File: config.mk
export PLATFORM = sky130hd
export DESIGN_NAME = stepdown_corestate_pwm
export DESIGN_NICKNAME = d
export VERILOG_FILES = /design/src/rtl/stepdown_pkg.sv /design/src/rtl/stepdown_deadtime_win.sv /design/src/rtl/stepdown_corestate_pwm.sv
export SDC_FILE = /design/constraint.sdc
export NUM_CORES = 1
export LEC_CHECK = 0
export ABC_CLOCK_PERIOD_IN_PS = 3300
export BUFFER_PORTS_ARGS = -buffer_cell sky130_fd_sc_hd__buf_2
export CAP_MARGIN = 15
export CORE_MARGIN = 1
export CORE_UTILIZATION = 39
export CTS_CLUSTER_SIZE = 8
export DETAILED_ROUTE_END_ITERATION = 7
export GPL_ROUTABILITY_DRIVEN = 1
export PLACE_DENSITY = 0.66
export SLEW_MARGIN = 25
export SYNTH_ARGS = -nofsm -noshare
export SYNTH_HDL_FRONTEND = slang
export SYNTH_SLANG_ARGS = --single-unit
File: constraint.sdc
create_clock -name CELCLK -period 3.3 [get_ports CELCLK]
set_input_delay 0.33 -clock CELCLK [delete_from_list [all_inputs] [get_ports CELCLK]]
set_output_delay 0.33 -clock CELCLK [all_outputs]
set_load 0.05 [all_outputs]
File: src/rtl/stepdown_pkg.sv
// Shared types and helpers for the step-down converter PWM core.
// Used by both build variants (with and without STEPDOWN_SOFTSTART_EN).
package stepdown_pkg;

    typedef enum logic [1:0] {
        ST_OFF   = 2'd0,
        ST_SS    = 2'd1,
        ST_RUN   = 2'd2,
        ST_FAULT = 2'd3
    } state_t;

    // Largest usable high-side on-time: leaves room for two dead-time gaps.
    function automatic int unsigned stepdown_maxd(input int unsigned period_w,
                                                  input int unsigned dead);
        return (32'd1 << period_w) - 2 * dead;
    endfunction

endpackage

File: src/rtl/stepdown_deadtime_win.sv
// Window compares for the high-side and low-side enables.
// The low-side window sits DEAD cycles clear of both ends of the high-side pulse.
module stepdown_deadtime_win #(
    parameter int unsigned PERIOD_W = 8,
    parameter int unsigned DEAD     = 4
) (
    input  logic [PERIOD_W-1:0] cnt_i,
    input  logic [PERIOD_W-1:0] duty_eff_i,
    output logic                hs_win_o,
    output logic                ls_win_o
);

    localparam int unsigned LS_HI = (32'd1 << PERIOD_W) - 1 - DEAD;

    // One extra bit so duty_eff + DEAD cannot wrap into a false window.
    logic [PERIOD_W:0] ls_lo;

    assign ls_lo    = {1'b0, duty_eff_i} + (PERIOD_W+1)'(DEAD);
    assign hs_win_o = (cnt_i < duty_eff_i);
    assign ls_win_o = ({1'b0, cnt_i} >= ls_lo) &&
                      ({1'b0, cnt_i} <= (PERIOD_W+1)'(LS_HI));

endmodule

File: src/rtl/stepdown_corestate_pwm.sv
// Step-down converter PWM core: OFF/SS/RUN/FAULT sequencing with dead-time.
// Optional soft-start ramp of the duty limit when STEPDOWN_SOFTSTART_EN is defined.
//   state | meaning
//   OFF   | idle, counter held at 0, both enables low
//   SS    | soft-start, duty capped by ramping limit (one cycle without macro)
//   RUN   | regulated PWM, power-good
//   FAULT | ocp/uvlo latched, waits for en=0 with faults clear
module stepdown_corestate_pwm
    import stepdown_pkg::*;
#(
    parameter int unsigned PERIOD_W = 8,
    parameter int unsigned DEAD     = 4
) (
    input  logic                CELCLK,
    input  logic                CELRST,
    input  logic                CELV,
    input  logic                CELG,
    input  logic                SUB,
    input  logic                en,
    input  logic [PERIOD_W-1:0] duty,
    input  logic                ocp,
    input  logic                uvlo,
    output logic                hs_on,
    output logic                ls_on,
    output logic [1:0]          state,
    output logic                run
);

    localparam int unsigned         MAXD     = stepdown_maxd(PERIOD_W, DEAD);
    localparam logic [PERIOD_W-1:0] MAXD_V   = PERIOD_W'(MAXD);
    localparam logic [PERIOD_W-1:0] CNT_LAST = '1;

    state_t              state_q, state_d;
    logic [PERIOD_W-1:0] cnt_q, cnt_d;
    logic [PERIOD_W-1:0] duty_q, duty_d, duty_eff;
    logic                hs_q, hs_d, ls_q, ls_d;
    logic                hs_win, ls_win;
    logic                active_q, active_d, wrap, fault_in;
    logic                unused_pins;

    assign unused_pins = ^{CELV, CELG, SUB};

    assign active_q = (state_q == ST_SS) || (state_q == ST_RUN);
    assign active_d = (state_d == ST_SS) || (state_d == ST_RUN);
    assign wrap     = active_q && (cnt_q == CNT_LAST);
    assign fault_in = ocp || uvlo;

`ifdef STEPDOWN_SOFTSTART_EN
    logic [PERIOD_W-1:0] lim_q, lim_d, duty_tmp;
    logic                lim_done;

    assign lim_done = wrap && (({1'b0, lim_q} + 1'b1) >= {1'b0, duty_q});

    // Limit keeps climbing (saturating) in RUN so later duty increases are also ramped.
    always_comb begin
        lim_d = lim_q;
        if (!active_q || !active_d) begin
            lim_d = '0;
        end else if (wrap && (lim_q != '1)) begin
            lim_d = lim_q + 1'b1;
        end
    end

    always_ff @(posedge CELCLK) begin
        if (CELRST) begin
            lim_q <= '0;
        end else begin
            lim_q <= lim_d;
        end
    end
`endif

    always_ff @(posedge CELCLK) begin
        if (CELRST) begin
            state_q <= ST_OFF;
        end else begin
            state_q <= state_d;
        end
    end

    always_comb begin
        state_d = state_q;
        unique case (state_q)
            ST_OFF: begin
                if (en && !fault_in) state_d = ST_SS;
            end
            ST_SS: begin
                if (fault_in) state_d = ST_FAULT;
                else if (!en) state_d = ST_OFF;
`ifdef STEPDOWN_SOFTSTART_EN
                else if (lim_done) state_d = ST_RUN;
`else
                else state_d = ST_RUN;
`endif
            end
            ST_RUN: begin
                if (fault_in) state_d = ST_FAULT;
                else if (!en) state_d = ST_OFF;
            end
            ST_FAULT: begin
                if (!en && !fault_in) state_d = ST_OFF;
            end
            default: state_d = ST_OFF;
        endcase
    end

    always_comb begin
        state = state_q;
        run   = (state_q == ST_RUN);
    end

    // A new duty is taken at cnt==0 and used for that same cycle's compare.
    always_comb begin
        cnt_d  = (active_q && active_d) ? cnt_q + 1'b1 : '0;
        duty_d = (cnt_q == '0) ? duty : duty_q;
`ifdef STEPDOWN_SOFTSTART_EN
        duty_tmp = (duty_d < lim_q) ? duty_d : lim_q;
        duty_eff = (duty_tmp < MAXD_V) ? duty_tmp : MAXD_V;
`else
        duty_eff = (duty_d < MAXD_V) ? duty_d : MAXD_V;
`endif
        hs_d = active_q && active_d && hs_win;
        ls_d = active_q && active_d && ls_win;
    end

    stepdown_deadtime_win #(
        .PERIOD_W (PERIOD_W),
        .DEAD     (DEAD)
    ) u_win (
        .cnt_i      (cnt_q),
        .duty_eff_i (duty_eff),
        .hs_win_o   (hs_win),
        .ls_win_o   (ls_win)
    );

    always_ff @(posedge CELCLK) begin
        if (CELRST) begin
            cnt_q  <= '0;
            duty_q <= '0;
            hs_q   <= 1'b0;
            ls_q   <= 1'b0;
        end else begin
            cnt_q  <= cnt_d;
            duty_q <= duty_d;
            hs_q   <= hs_d;
            ls_q   <= ls_d;
        end
    end

    assign hs_on = hs_q;
    assign ls_on = ls_q;

endmodule

* After elaboration in Yosys (flattened, before gate mapping)
Index checks and enable logic that the tools add are counted.
Cells by class: add/subtract/negate cells 2, order comparisons 4, equal/unequal tests 5, muxes and demuxes 9, bitwise gates (word level) 1, reductions and logical operators 14
Operator list (number):
- $mux 8 | 2
- $mux 2 | 6
- $add 8x3->9 const B | 1
- $ge 8x9->1 | 1
- $add 8x1->8 const B | 1
- $le 8x8->1 const B | 1
- $logic_not 8->1 | 1
- $lt 8x8->1 | 1
- $lt 8x8->1 const B | 1
- $pmux 2 s4 | 1
- $eq 2x2->1 const B | 3
- $logic_and 1x1->1 | 6
- $eq 2x1->1 const B | 2
- $logic_or 1x1->1 | 3
- $logic_not 1->1 | 2
- $logic_not 2->1 | 1
- $reduce_or 2->1 | 1
- $not 1->1 | 1
Word-level totals: bits in registers 20, input bits 16, output and inout bits 5, word-level logic and storage cells 40

* Longest topological paths before layout
Gate-level depths: netlist of the first run.
depth after elaboration 10, mapped depth 17, gate-level depth less buffers 17

* By module
From an unflattened synthesis of the first run, not the netlist that was laid out.
Unflattened totals: cells, all modules 154, area total of the unflattened synthesis 1413.9 sq um
By module, submodules not included:
- stepdown_corestate_pwm | instances 1, cells each 101, area each 983.4 sq um
- stepdown_deadtime_win | instances 1, cells each 53, area each 430.4 sq um

* Worst setup path after synthesis of the first run
Ideal clock, no wire load.
kind reg2reg, start point register cnt_q[0], end point register ls_q, in the netlist ls_on, arrival 2.690 ns, data required time 3.158 ns, path slack 0.468 ns, cell stages (with the launch flop) 18, buffers on the path 0, clock period less this slack 2.832 ns, path through dfxtp_1 -> inv_1 -> ha_1 -> nor4b_4 -> nand2_4 -> inv_1 -> a31oi_1 -> a22o_1 -> ha_1 -> nand3_1 -> xor2_1 -> nor2_1 -> a21oi_1 -> ha_1 -> o21a_1 -> o22a_1 -> o211ai_1 -> a211oi_2
Between the ends: longest elaborated chain between the ends 8
RTL lines:
- start: declaration | RTL line stepdown_corestate_pwm.sv:34 | logic [PERIOD_W-1:0] cnt_q, cnt_d;
- start signal: assignment | RTL line stepdown_corestate_pwm.sv:143 | cnt_q <= cnt_d;
- $logic_not 8->1 | RTL line stepdown_corestate_pwm.sv:115 | duty_d = (cnt_q == '0) ? duty : duty_q;
- $mux 8 | RTL line stepdown_corestate_pwm.sv:115
- $lt 8x8->1 | RTL line stepdown_corestate_pwm.sv:120 | duty_eff = (duty_d < MAXD_V) ? duty_d : MAXD_V;
- $mux 8 | RTL line stepdown_corestate_pwm.sv:120
- $add 8x3->9 | RTL line stepdown_deadtime_win.sv:18 | assign ls_lo = {1'b0, duty_eff_i} + (PERIOD_W+1)'(DEAD);
- $ge 8x9->1 | RTL line stepdown_deadtime_win.sv:20 | assign ls_win_o = ({1'b0, cnt_i} >= ls_lo) &&
- $logic_and 1x1->1 (*) | RTL line stepdown_deadtime_win.sv:20
- $logic_and 1x1->1 (*) | RTL line stepdown_corestate_pwm.sv:123 | ls_d = active_q && active_d && ls_win;
- end signal: assignment | RTL line stepdown_corestate_pwm.sv:146 | ls_q <= ls_d;
- end: declaration | RTL line stepdown_corestate_pwm.sv:36 | logic hs_q, hs_d, ls_q, ls_d;
Mark *: on every way between the ends. The rest lies on a longest branch, timed or not. A chain may end at the register's enable or synchronous reset.

* Final worst setup path of the first run
Ends and elaborated chain as after synthesis.

==> results of run 1 <==
## repair_timing
item,CTS,global route
resized for setup,0,6
endpoints found under the hold margin,0,0
setup endpoints to repair,0,1
## state kept, by name, indices dropped and copies added, names as in the netlist
signal / cells
cnt_q: 8
duty_q: 8
state: 2
hs_on: 1
ls_on: 1
## metal layers
layer,vias up,GRT usage [%]
met5,-,0
met4,0,9.88
met3,5,2.19
met2,19,28.5
met1,584,18.8
li1,635,-
## cell usage in the layout, fill, tap and decap left out, types with 2 or more instances in the layout
| cell type | Yosys | routed |
|---|---|---|
| sky130_fd_sc_hd__a21oi_1 | 9 | 9 |
| sky130_fd_sc_hd__buf_2 | 1 | 17 |
| sky130_fd_sc_hd__a311o_1 | 2 | 2 |
| sky130_fd_sc_hd__a22o_1 | 2 | 2 |
| sky130_fd_sc_hd__mux2i_1 | 5 | 5 |
| sky130_fd_sc_hd__nor2_1 | 24 | 24 |
| sky130_fd_sc_hd__buf_4 | 0 | 3 |
| sky130_fd_sc_hd__ha_1 | 21 | 20 |
| sky130_fd_sc_hd__clkbuf_8 | 0 | 4 |
| sky130_fd_sc_hd__nand3_1 | 10 | 10 |
| sky130_fd_sc_hd__o21ai_0 | 4 | 4 |
| sky130_fd_sc_hd__dfxtp_2 | 0 | 2 |
| sky130_fd_sc_hd__o21a_1 | 2 | 2 |
| sky130_fd_sc_hd__nand2_1 | 12 | 12 |
| sky130_fd_sc_hd__a31oi_2 | 0 | 2 |
| sky130_fd_sc_hd__mux2i_2 | 2 | 2 |
| sky130_fd_sc_hd__dfxtp_1 | 20 | 18 |
| sky130_fd_sc_hd__nand2b_1 | 2 | 2 |
| sky130_fd_sc_hd__nor3_1 | 3 | 3 |
| sky130_fd_sc_hd__inv_1 | 9 | 8 |
| sky130_fd_sc_hd__xnor2_1 | 6 | 6 |
| sky130_fd_sc_hd__xor2_1 | 5 | 5 |
| sky130_fd_sc_hd__a22oi_1 | 2 | 2 |
## final cells by class
cell class	instances	share of cell area [%]
Inverter	9	2.04
Clock buffer	4	3.32
Timing Repair Buffer	20	6.49
Tap cell	46	3.47
Sequential cell	20	24.3
Multi-Input combinational cell	134	60.4
## power by group through the flow
stage	clock network, mW	logic [mW]	registers, mW
finish	0.190	0.0828	0.255
global route	0.210	0.0928	0.256
CTS	0.197	0.0825	0.255
detailed placement	0	0.0817	0.260
global placement	0	0.0786	0.260
floorplan	0	0.0538	0.263
## logic make-up after synthesis
| logic type | count (synthesis) |
|---|---|
| compound gates | 36 |
| xor+xnor | 11 |
| fa+ha+maj | 21 |
| buf+inv | 13 |
| flops | 20 |
| mux | 7 |
| simple gates | 59 |
## critical path, stage by stage (launching register included)
cell,delay (ps)
sky130_fd_sc_hd__dfxtp_2,340
sky130_fd_sc_hd__inv_1,90
sky130_fd_sc_hd__ha_1,160
sky130_fd_sc_hd__nor4b_4,230
sky130_fd_sc_hd__nand2_4,130
sky130_fd_sc_hd__a31oi_2,200
sky130_fd_sc_hd__a22o_1,200
sky130_fd_sc_hd__ha_2,240
sky130_fd_sc_hd__nand3_1,110
sky130_fd_sc_hd__xor2_1,150
sky130_fd_sc_hd__nor2_1,50
sky130_fd_sc_hd__a21oi_1,140
sky130_fd_sc_hd__ha_1,260
sky130_fd_sc_hd__o21a_1,170
sky130_fd_sc_hd__o22a_1,200
sky130_fd_sc_hd__o211ai_1,120
sky130_fd_sc_hd__a211oi_2,70
## per-stage QoR
stage                     total power [mW]  util (%)  setup WS [ps]
after global routing                 0.559      48.2           1.02
after CTS                            0.534      47.7            199
after floorplan                      0.317         -            468
final                                0.527      48.2            296
after detailed placement             0.342      46.1            250
after global placement               0.338      46.1            267
## worst max path at each step
stage	start	endpoint	slack [ps]
3_3_place_gp	cnt_q[0]	ls_on	270
2_1_floorplan	cnt_q[0]	ls_on	470
4_1_cts	cnt_q[0]	ls_on	200
6_report	cnt_q[0]	ls_on	300
5_1_grt	cnt_q[0]	ls_on	1
3_5_place_dp	cnt_q[0]	ls_on	250
==> results by stage, run 1 <==
Global routing:
- The first global-routing pass estimated roughly 5.1 mm of wire.
- The initial antenna violation count is 0.
- The via count of the first global-routing pass came to between 1000 and 1500.
- The total congestion overflow after global routing is 0.
- The maximum number of pins on one net before global-route repair is 12.
- In the global route stage, overall resource usage came out at approximately 16%.

Power:
- Of the total power, combinational logic draws between 10% and 20%.
- The leakage power total is 0.708 nW.
- The internal portion of the total power is just under 0.4 mW.
- For this design the ratio of total power to cell area is between 300 and 400 nW/µm².
- In this run switching power makes up between 20 and 30% of total power.
- Of the total power, registers draw 48.3%.
- VDD sags by at most 0.165 mV.
- The share of total power dissipated in the clock network is around 36%.
- The net switching power figure is 0.137 mW.

Yosys:
- The main combinational cell family by area after synthesis is simple AND/OR/NAND/NOR gates.
- Summing the areas of all fa, ha and maj instances in the mapped netlist gives between 10% and 20% of the synthesized area.
- The count of cell types in the netlist is 43.
- The mean instance size in the synthesized netlist is about 8.6 µm².
- Summing the areas of all compound-gate instances in the mapped netlist gives ~18% of the synthesized area.
- For this run, the number of Yosys warnings is 0.
- The post-synthesis net count is about 200.
- The commonest cells after synthesis are sky130_fd_sc_hd__nor2_1, sky130_fd_sc_hd__ha_1, sky130_fd_sc_hd__dfxtp_1.
- The area share of the leading cell type in the synthesized netlist is 27.7%.
- The cell count after synthesis is roughly 170.
- The synthesized design contains 0 enable-type register cells.
- The simple-gate portion of the synthesized area is between 20% and 30%.
- The prevailing post-synth register cell is sky130_fd_sc_hd__dfxtp_1.
- The synthesized design contains 20 register bits.
- By area the synthesized netlist is led by sky130_fd_sc_hd__dfxtp_1, sky130_fd_sc_hd__ha_1, sky130_fd_sc_hd__nor2_1, sky130_fd_sc_hd__xnor2_1, sky130_fd_sc_hd__mux2i_1.
- The parity-gate share of the synthesized area counting xor and xnor cells is 6.67%.
- Of all cell types, the one taking the most synthesized area is sky130_fd_sc_hd__dfxtp_1.
- Sequential elements use between 20 and 30% of the synthesized area.
- Of all flip-flops after synthesis, the portion carrying an async set or reset was 0%.
- After synthesis, the share of cell area in mux cells is 5.37%.
- The cell area after technology mapping is 1440 µm².
- The most used standard cell by instance count after synthesis is sky130_fd_sc_hd__nor2_1.

Timing:
- The worst hold margin is ~330 ps.
- The final count of hold timing violations was 0.
- Setup violations remaining at the end of the flow were counted as 0.
- The worst path in the final design needs a cycle of about 3000 ps, including I/O delays and setup.
- For the final database, setup skew stands at 5.04 ps.
- The slew at the pin with the worst max-slew slack is 526 ps.
- Setup repair after global routing left no endpoint under its margin.
- In the finished design, the share of the clock period the worst path needs comes to 91.0%.
- Headroom to the max-slew limit came out at about two thirds.
- After routing, the total negative slack on setup checks comes to 0 ps.
- The max-slew violation count is 0.
- The maximum frequency from static timing analysis is between 300 and 400 MHz.

Layout:
- The sequential cells in the finished layout cover a total of between 400 and 500 µm².
- The synthesis-to-layout area growth is 14.8%.
- After routing the design area is around 1700 µm².
- The multi-input combinational cells in the finished layout cover a total of ~1000 µm².
- Cells with a size suffix above 1 make up approximately 20% of the layout.
- The number of standard cells in the final layout excluding fillers is 233.
- The count of fill cells added during filler insertion is between 300 and 400.
- For this run, the post-layout net count is 225.
- The number of antenna diodes is 0.

Die:
- The initial cell density of the core is 41.9%.
- After floorplanning, the core was sized to cover around 3400 µm².
- The number of placed I/O pins is 21.
- The floorplan step defined a die boundary enclosing 3950 µm².
- The floorplan step set the die width to about 63 µm.
- The vertical die dimension is 62.8 µm.
- The floorplan has 21 rows.

CTS:
- The number of hold buffers added after CTS is 0.
- The total CTS buffers is 3.
- The clock tree root driver cell is sky130_fd_sc_hd__clkbuf_8.
- The clock latency on the worst-skew pair is about 270 ps.
- The TritonCTS clock tree is built.
- The largest buffer count on any clock path is 2.
- After clock tree synthesis, the clock-pin slew on the worst setup and hold paths is 70 ps.
- The H-tree depth is 1.
- Counting every sink on the clock net gives 20.
- The number of setup buffers added after CTS is 0.

Placement:
- At the end of routability-driven placement, the weighted congestion stood at around 0.8.
- The cell count after placement is around 230.
- The HPWL after detailed placement is 2.39 mm.
- Once placement finished, the instance area stood at between 1500 and 2000 µm².
- The quantity of I/O buffers inserted on ports is 17.

Routing:
- The wire length on met2 is 1.47 mm.
- Dividing the detail-routed via count by the number of cells gives ~5.3.
- Detailed routing inserted a total of about 1200 vias.
- The highest metal layer with signal wires is met4.
- For this run, design rule violations remaining after detail routing come to 0.
- The met3 wire length is about 70 µm.
- In the final routing, the length of wire on met1 measures about 1.4 mm.
- Dividing the detail-routed wire length by the instance count gives roughly 13 µm.
- In this run, the number of DRC markers left after iteration 0 of detailed routing was 39.
- Before antenna repair, the detailed router went through 4 iterations.
- The final antenna-violating net count is 0.
- The final routed wirelength across all metal layers is between 2 and 3 mm.

Worst setup path:
- The worst register-to-register path begins at cnt_q[0].
- The worst setup path is captured at a register.
- Measured in cells, the most critical reg-to-reg path has a length of 16.
- The worst path arrival time is about 3100 ps.
- Of all nets on the critical path, the largest fanout is 7.
- The endpoint of the lowest-slack register-to-register path is ls_on.
- The category of the worst setup path launch point is a register.
- The category of the critical setup timing path is register to register.
- Across all register-to-register paths, the minimum setup slack is 300 ps.
- The required time of the critical path is between 3000 and 4000 ps.

Worst hold path:
- The worst hold path class is primary input to register.
- The worst hold path endpoint is duty_q[1].
- The startpoint identified for the worst hold timing path is duty[1].
- The worst hold path was traced through 3 stages.

Run status:
- The run finished with clean final reports.

Job:
- Across the run, the number of max-cap violations was 0.
Note: power is estimated with default switching activity, not from simulation.
==> inputs of run 2 (changes only) <==
--- a/config.mk
+++ b/config.mk
@@ -9,11 +9,11 @@
 export BUFFER_PORTS_ARGS = -buffer_cell sky130_fd_sc_hd__buf_2
 export CAP_MARGIN = 15
 export CORE_MARGIN = 1
-export CORE_UTILIZATION = 39
+export CORE_UTILIZATION = 30
 export CTS_CLUSTER_SIZE = 8
 export DETAILED_ROUTE_END_ITERATION = 7
 export GPL_ROUTABILITY_DRIVEN = 1
-export PLACE_DENSITY = 0.66
+export PLACE_DENSITY = 0.55
 export SLEW_MARGIN = 25
 export SYNTH_ARGS = -nofsm -noshare
 export SYNTH_HDL_FRONTEND = slang
==> results by stage, run 2 (synthesized netlist as in run 1, its figures left out) <==
Layout:
- The area taken by multi-input logic gates was 992 µm² (-0.87%).
- The number of antenna diodes was 0 (unchanged).
- Leaving out fill and tap cells, the most frequent cell in the layout is sky130_fd_sc_hd__nor2_1.
- The footprint of the flip-flops and latches is 400 µm² (-0.62%).
- The library cells used most frequently in the layout, excluding fill and tap cells, are sky130_fd_sc_hd__nor2_1, sky130_fd_sc_hd__ha_1, sky130_fd_sc_hd__dfxtp_1.
- The net total in the final layout came to 231 (+2.7%).
- The synthesis-to-layout area growth is 17.7%.
- The core occupancy in the finished layout is 38.0% (-10 points).
- The count of fill cells added during filler insertion is 486 (+44%).
- The share of layout cells above drive strength 1 is 20.2% (-0.11 points).

Worst setup path:
- In this run the critical register-to-register path is launched from cnt_q[0].
- The slowest stage cell on the critical path is sky130_fd_sc_hd__dfxtp_1.
- The category of the worst setup path launch point is a register.
- The worst path arrival time was 3130 ps (about the same).
- The setup slack of the worst register-to-register path is 290 ps (about the same).
- The maximum fanout count along the critical path is 6 (-1).
- Counting stages on the worst path, the most repeated cell is sky130_fd_sc_hd__ha_1.
- The number of cells on the worst reg-to-reg path is 17 (+1).
- The critical path starts at cnt_q[0].
- Following the worst setup path forward leads to its endpoint at ls_on.
- The logic depth of the worst path, buffers included came to 17 (+1).
- The critical path goes through inv_1, ha_1, nor4b_4, nand2_4, buf_4, a31oi_1, a22o_1, ha_1, nand3_1, xor2_1, nor2_1, a21oi_1, ha_1, o21a_1, o22a_1, o211ai_1, a211oi_2.
- The category of the critical setup timing path is register to register.
- The required time of the critical path is 3420 ps (about the same).
- The kind of end point of the critical path is a register.
- The worst register-to-register path ends at ls_on.
- The number of buffers and inverters on the critical path was 2 (+1).
- The delay of the slowest cell on the worst path is 340 ps (about the same).
- The family with the most delay on the worst path is compound AO/OA/AOI/OAI gates.

Timing:
- The final count of negative-setup-slack endpoints came to 0 (unchanged).
- The slew at the pin with the worst max-slew slack is 503 ps (-23.0 ps).
- The final total negative setup slack came to 0 ps (unchanged).
- The worst slew slack as a fraction of its limit is 65.6% (+0.77 points).
- The fraction of the cycle the final worst path needs was 91.3% (+0.27 points).
- The minimum setup slack in the final design was 287 ps (-8.93 ps).
- The largest clock skew in the final design is 2.79 ps (-2.25 ps).
- The final critical delay including setup and external delays was 3010 ps (+8.93 ps).
- Setup repair after global routing left no endpoint under its margin.
- The final count of hold timing violations is 0 (unchanged).
- The maximum frequency from static timing analysis was 332 MHz (-0.30%).
- The max-slew violation count is 0 (unchanged).

Global routing:
- The global routing usage summed across all routing layers is 12.8% (-3.6 points).
- The maximum number of pins on one net before global-route repair is 12 (unchanged).
- The via count of the first global-routing pass is 1163 (-2.0%).
- The first-pass GRT wire length is 5.17 mm (+1.5%).
- The total congestion overflow after global routing came to 0 (unchanged).
- The initial antenna violation count is 0 (unchanged).

Die:
- The number of placed I/O pins is 21 (unchanged).
- The die outline width is 71.4 µm (+14%).
- The initial cell density of the core was 32.3% (-9.7 points).
- The area of the die was 5090 µm² (+29%).
- The vertical die dimension came to 71.4 µm (+14%).
- The placement row count is 24 (+14%).
- The placeable core region is 4470 µm² (+30%).

Power:
- The largest voltage drop on the vdd net is 0.105 mV (-36%).
- The leakage power total is 0.739 nW (+4.5%).
- The overall power after layout is 0.529 mW (+0.23%).
- The power density of the placed cells is 311 nW/µm² (-2.2%).

Placement:
- The quantity of I/O buffers inserted on ports is 17 (unchanged).
- The half-perimeter wire length after placement is 2.40 mm (+0.63%).
- The post-placement setup slack is 244 ps (-6.13 ps).
- The routability-driven placement congestion ratio is 0.828 (+1.2%).

CTS:
- The tree is rooted in a sky130_fd_sc_hd__clkbuf_8.
- The number of hold buffers added after CTS is 0 (unchanged).
- The clock-pin slew on the worst setup and hold paths is 80 ps (about the same).
- The H-tree depth is 1 (unchanged).
- The total CTS buffers came to 3 (unchanged).
- The count of cells resized by post-cts repair is 0 (unchanged).
- The clock latency on the worst-skew pair is 260 ps (about the same).
- TritonCTS built the clock tree.
- The count of clock tree sinks is 20 (unchanged).
- The number of setup buffers added after CTS was 0 (unchanged).
- The largest buffer count on any clock path is 2 (unchanged).

Routing:
- The via count normalized by instance count is 5.11 (-4.2%).
- The via total after detailed routing is 1252 (+0.72%).
- The DRC violation total after the first TritonRoute iteration is 39 (unchanged).
- The number of iterations in the first detailed-routing pass is 6 (+2).
- The routed wire length per instance is 12.5 µm (-2.6%).
- The final antenna-violating net count came to 0 (unchanged).
- The final routed wirelength across all metal layers is 3.06 mm (+2.4%).
- The remaining design rule violation count is 1 (+1).

Run status:
- The run finished, with violations left.
- The checks that failed: DRC.

Worst hold path:
- The number of cells traversed by the worst hold path is 3 (unchanged).
- The worst hold path class is primary input to register.

Job:
- The max capacitance violation total came to 0 (unchanged).
## run 2: where the power goes
part | switching [mW] | internal, mW | total [mW]
combinational | 0.0477 | 0.0368 | 0.0845
sequential | 0.00680 | 0.248 | 0.255
clock | 0.0830 | 0.106 | 0.189
total | 0.137 | 0.391 | 0.529
## run 2: worst min-delay path by stage
stage	from	end	slack (ps)
floorplan	cnt_q[0]	cnt_q[0]	430
global placement	cnt_q[0]	cnt_q[0]	450
detailed placement	cnt_q[0]	cnt_q[0]	450
CTS	duty[1]	duty_q[1]	310
global route	duty[0]	duty_q[0]	320
finish	duty[1]	duty_q[1]	320
## run 2: cell type report
cell class	count	share of cell area, %
flip-flops and latches	20	23.6
inverters	9	1.99
clock buffers	4	3.24
multi-input cells	134	58.4
repair buffers	26	8.98
well taps	52	3.83
## run 2: tightest hold or removal path, stage by stage
cell,delay [ps]
sky130_fd_sc_hd__buf_2,100
sky130_fd_sc_hd__nand2_1,50
sky130_fd_sc_hd__a21oi_1,50
## run 2: metal layers
| metal | GRT usage, % | wire (µm) | vias to the layer above |
|---|---|---|---|
| li1 | - | - | 646 |
| met1 | 17.0 | 1510 | 574 |
| met2 | 21.5 | 1420 | 30 |
| met3 | 1.69 | 116 | 2 |
| met4 | 4.00 | 14 | 0 |
| met5 | 0 | 0 | - |
## run 2: through the flow
step,hold WS (ps),std cells,instance area (µm²)
floorplan,430,167,1440
global placement,448,241,1640
detailed placement,454,241,1640
CTS,312,245,1690
global route,318,245,1700
finish,317,245,1700
==> inputs of run 3 (changes only) <==
--- a/config.mk
+++ b/config.mk
@@ -5,10 +5,10 @@
 export SDC_FILE = /design/constraint.sdc
 export NUM_CORES = 1
 export LEC_CHECK = 0
-export ABC_CLOCK_PERIOD_IN_PS = 3300
+export ABC_CLOCK_PERIOD_IN_PS = 2900
 export BUFFER_PORTS_ARGS = -buffer_cell sky130_fd_sc_hd__buf_2
 export CAP_MARGIN = 15
-export CORE_MARGIN = 1
+export CORE_MARGIN = 2
 export CORE_UTILIZATION = 30
 export CTS_CLUSTER_SIZE = 8
 export DETAILED_ROUTE_END_ITERATION = 7
==> constraint.sdc (replaced) <==
create_clock -name CELCLK -period 2.9 [get_ports CELCLK]
set_input_delay 0.29 -clock CELCLK [delete_from_list [all_inputs] [get_ports CELCLK]]
set_output_delay 0.29 -clock CELCLK [all_outputs]
set_load 0.05 [all_outputs]
==> results by stage, run 3 (synthesized netlist as in run 1, its figures left out) <==
Run status:
- The run finished with clean final reports.

CTS:
- The total CTS buffers is 3 (unchanged).
- TritonCTS built the clock tree.
- The clock-pin slew on the worst setup and hold paths is 80 ps (about the same).
- The largest buffer count on any clock path is 2 (unchanged).
- The H-tree depth is 1 (unchanged).
- The clock latency on the worst-skew pair came to 260 ps (about the same).
- The clock tree root driver cell is sky130_fd_sc_hd__clkbuf_8.
- The count of clock tree sinks is 20 (unchanged).

Worst setup path:
- The required time of the critical path came to 3030 ps (-390 ps).
- The setup slack of the worst register-to-register path is 140 ps (-150 ps).
- The number of cells on the worst reg-to-reg path came to 16 (-1).
- The worst path arrival time is 2890 ps (-240 ps).
- The maximum fanout count along the critical path was 5 (-1).
- The startpoint of the worst-slack reg-to-reg timing path is cnt_q[0].
- The category of the critical setup timing path is register to register.
- The signal on the critical path passes through inv_2, ha_4, nor4b_4, nand2_4, a31oi_4, a22o_1, ha_2, nand3_2, xor2_1, nor2_1, a21oi_1, ha_1, o21a_1, o22a_1, o211ai_1, a211oi_2.
- The endpoint of the lowest-slack register-to-register path is ls_on.
- The kind of end point of the critical path is a register.
- The delay of the slowest cell on the worst path was 330 ps (about the same).
- The slowest stage cell on the critical path is sky130_fd_sc_hd__dfxtp_2.
- STA classifies the critical path startpoint as a register.

Die:
- The vertical die dimension was 73.4 µm (+2.8%).
- The number of placed I/O pins is 21 (unchanged).
- The area of the die is 5380 µm² (+5.7%).
- The placement row count was 25 (+4.2%).
- The initial cell density of the core is 30.8% (-1.5 points).
- The placeable core region is 4690 µm² (+4.9%).
- The die outline width is 73.4 µm (+2.8%).

Routing:
- The DRC violation total after the first TritonRoute iteration is 42 (+7.7%).
- The via total after detailed routing is 1275 (+1.8%).
- The via count normalized by instance count is 4.96 (-2.9%).
- The final routed wirelength across all metal layers was 3.05 mm (-0.26%).
- The number of iterations in the first detailed-routing pass is 4 (-2).
- The remaining design rule violation count was 0 (-1).
- The final antenna-violating net count came to 0 (unchanged).
- The routed wire length per instance was 11.9 µm (-4.9%).

Timing:
- The fraction of the cycle the final worst path needs came to 95.2% (+3.9 points).
- The final count of hold timing violations was 0 (unchanged).
- The max-slew violation count is 0 (unchanged).
- The final count of negative-setup-slack endpoints is 0 (unchanged).
- The final critical delay including setup and external delays is 2760 ps (-253 ps).
- The final total negative setup slack is 0 ps (unchanged).
- The largest clock skew in the final design is 3.21 ps (+0.416 ps).
- The worst slew slack as a fraction of its limit is 63.9% (-1.7 points).
- The maximum frequency from static timing analysis came to 362 MHz (+9.2%).
- The slew at the pin with the worst max-slew slack is 540 ps (+36.8 ps).

Power:
- The leakage power total is 0.792 nW (+7.1%).
- The power density of the placed cells is 335 nW/µm² (+7.8%).
- The overall power after layout is 0.608 mW (+15%).
- The largest voltage drop on the vdd net came to 0.152 mV (+44%).

Placement:
- The routability-driven placement congestion ratio was 0.865 (+4.5%).
- The quantity of I/O buffers inserted on ports is 17 (unchanged).
- The half-perimeter wire length after placement is 2.42 mm (+0.57%).

Worst hold path:
- The source of the worst hold timing path is duty[0].
- For hold timing, the worst endpoint is duty_q[0].
- The path class of the tightest hold or removal check is primary input to register.
- The number of cells traversed by the worst hold path was 3 (unchanged).

Global routing:
- After global routing, the most crowded layer is met2.
- The initial antenna violation count was 0 (unchanged).
- The first-pass GRT wire length is 5.11 mm (-1.2%).
- The total congestion overflow after global routing is 0 (unchanged).
- The fraction of met3 tracks used by global routing was 1.65% (-0.042 points).
- The via count of the first global-routing pass is 1175 (+1.0%).
- The maximum number of pins on one net before global-route repair is 12 (unchanged).
- The global routing usage on met2 is 20.3% (-1.2 points).
- The met1 usage in global routing came to 15.5% (-1.5 points).
- The global routing usage summed across all routing layers came to 12.1% (-0.71 points).

Layout:
- The number of antenna diodes was 0 (unchanged).
- The synthesis-to-layout area growth is 25.6%.
- The share of layout cells above drive strength 1 is 28.1% (+7.9 points).
- Leaving out fill and tap cells, the most frequent cells in the layout are sky130_fd_sc_hd__nor2_1, sky130_fd_sc_hd__ha_1, sky130_fd_sc_hd__dfxtp_1, sky130_fd_sc_hd__buf_4, sky130_fd_sc_hd__buf_2.
- The count of fill cells added during filler insertion is 496 (+2.1%).
- Leaving out fill and tap cells, the most frequent cell in the layout is sky130_fd_sc_hd__nor2_1.
- The net total in the final layout is 241 (+4.3%).

Job:
- The max capacitance violation total is 0 (unchanged).
run 3: worst max-delay path by stage:
stage / startpoint / endpoint / slack (ps) / cells past startpoint
3_5_place_dp: cnt_q[0] / ls_on / 30 / 16
3_3_place_gp: cnt_q[0] / ls_on / 20 / 16
6_report: cnt_q[0] / ls_on / 140 / 16
2_1_floorplan: cnt_q[0] / ls_on / 70 / 17
5_1_grt: cnt_q[0] / ls_on / -3 / 16
4_1_cts: cnt_q[0] / ls_on / 30 / 17
run 3: per-layer routing:
metal | vias to the layer above | routed length [µm]
li1 | 665 | -
met1 | 583 | 1510
met2 | 22 | 1390
met3 | 5 | 105
met4 | 0 | 48
met5 | - | 0
run 3: per-stage QoR:
| step | util [%] | hold slack [ps] | setup slack [ps] | std cells | instance area [µm²] |
|---|---|---|---|---|---|
| 2_1_floorplan | - | 426 | 67.6 | 167 | 1440 |
| 3_3_place_gp | 36.1 | 452 | 19.5 | 250 | 1690 |
| 4_1_cts | 37.4 | 277 | 25.3 | 254 | 1750 |
| 5_1_grt | 38.6 | 288 | -3.26 | 257 | 1810 |
| 3_5_place_dp | 36.1 | 460 | 28.6 | 250 | 1690 |
| 6_report | 38.6 | 277 | 140 | 257 | 1810 |
run 3: area by class of cell:
class	instances	area [µm²]	area share (%)
Timing Repair Buffer	36	228	12.6
Sequential cell	20	402	22.2
Multi-Input combinational cell	134	1030	56.7
Inverter	9	33.8	1.86
Clock buffer	4	55.1	3.04
Tap cell	54	67.6	3.73
run 3: repair_timing:
action,in CTS,in global routing
hold buffers,0,0
pin swaps,0,8
buffers inserted,0,3
setup endpoints to repair,1,1
gates resized for setup,1,11
run 3: report_power, final:
group	switching [mW]	internal, mW
clock network	0.0965	0.121
logic	0.0553	0.0452
registers	0.00767	0.282
total	0.160	0.449
run 3: critical path: cells and delay by family, from the launching register on:
| family | cells | cell delay (ps) |
|---|---|---|
| flip-flops | 1 | 330 |
| AO/OA/AOI/OAI | 7 | 930 |
| adder cells (fa/ha/maj) | 3 | 610 |
| buffers and inverters | 1 | 70 |
| AND/OR/NAND/NOR | 4 | 540 |
| XOR/XNOR | 1 | 140 |
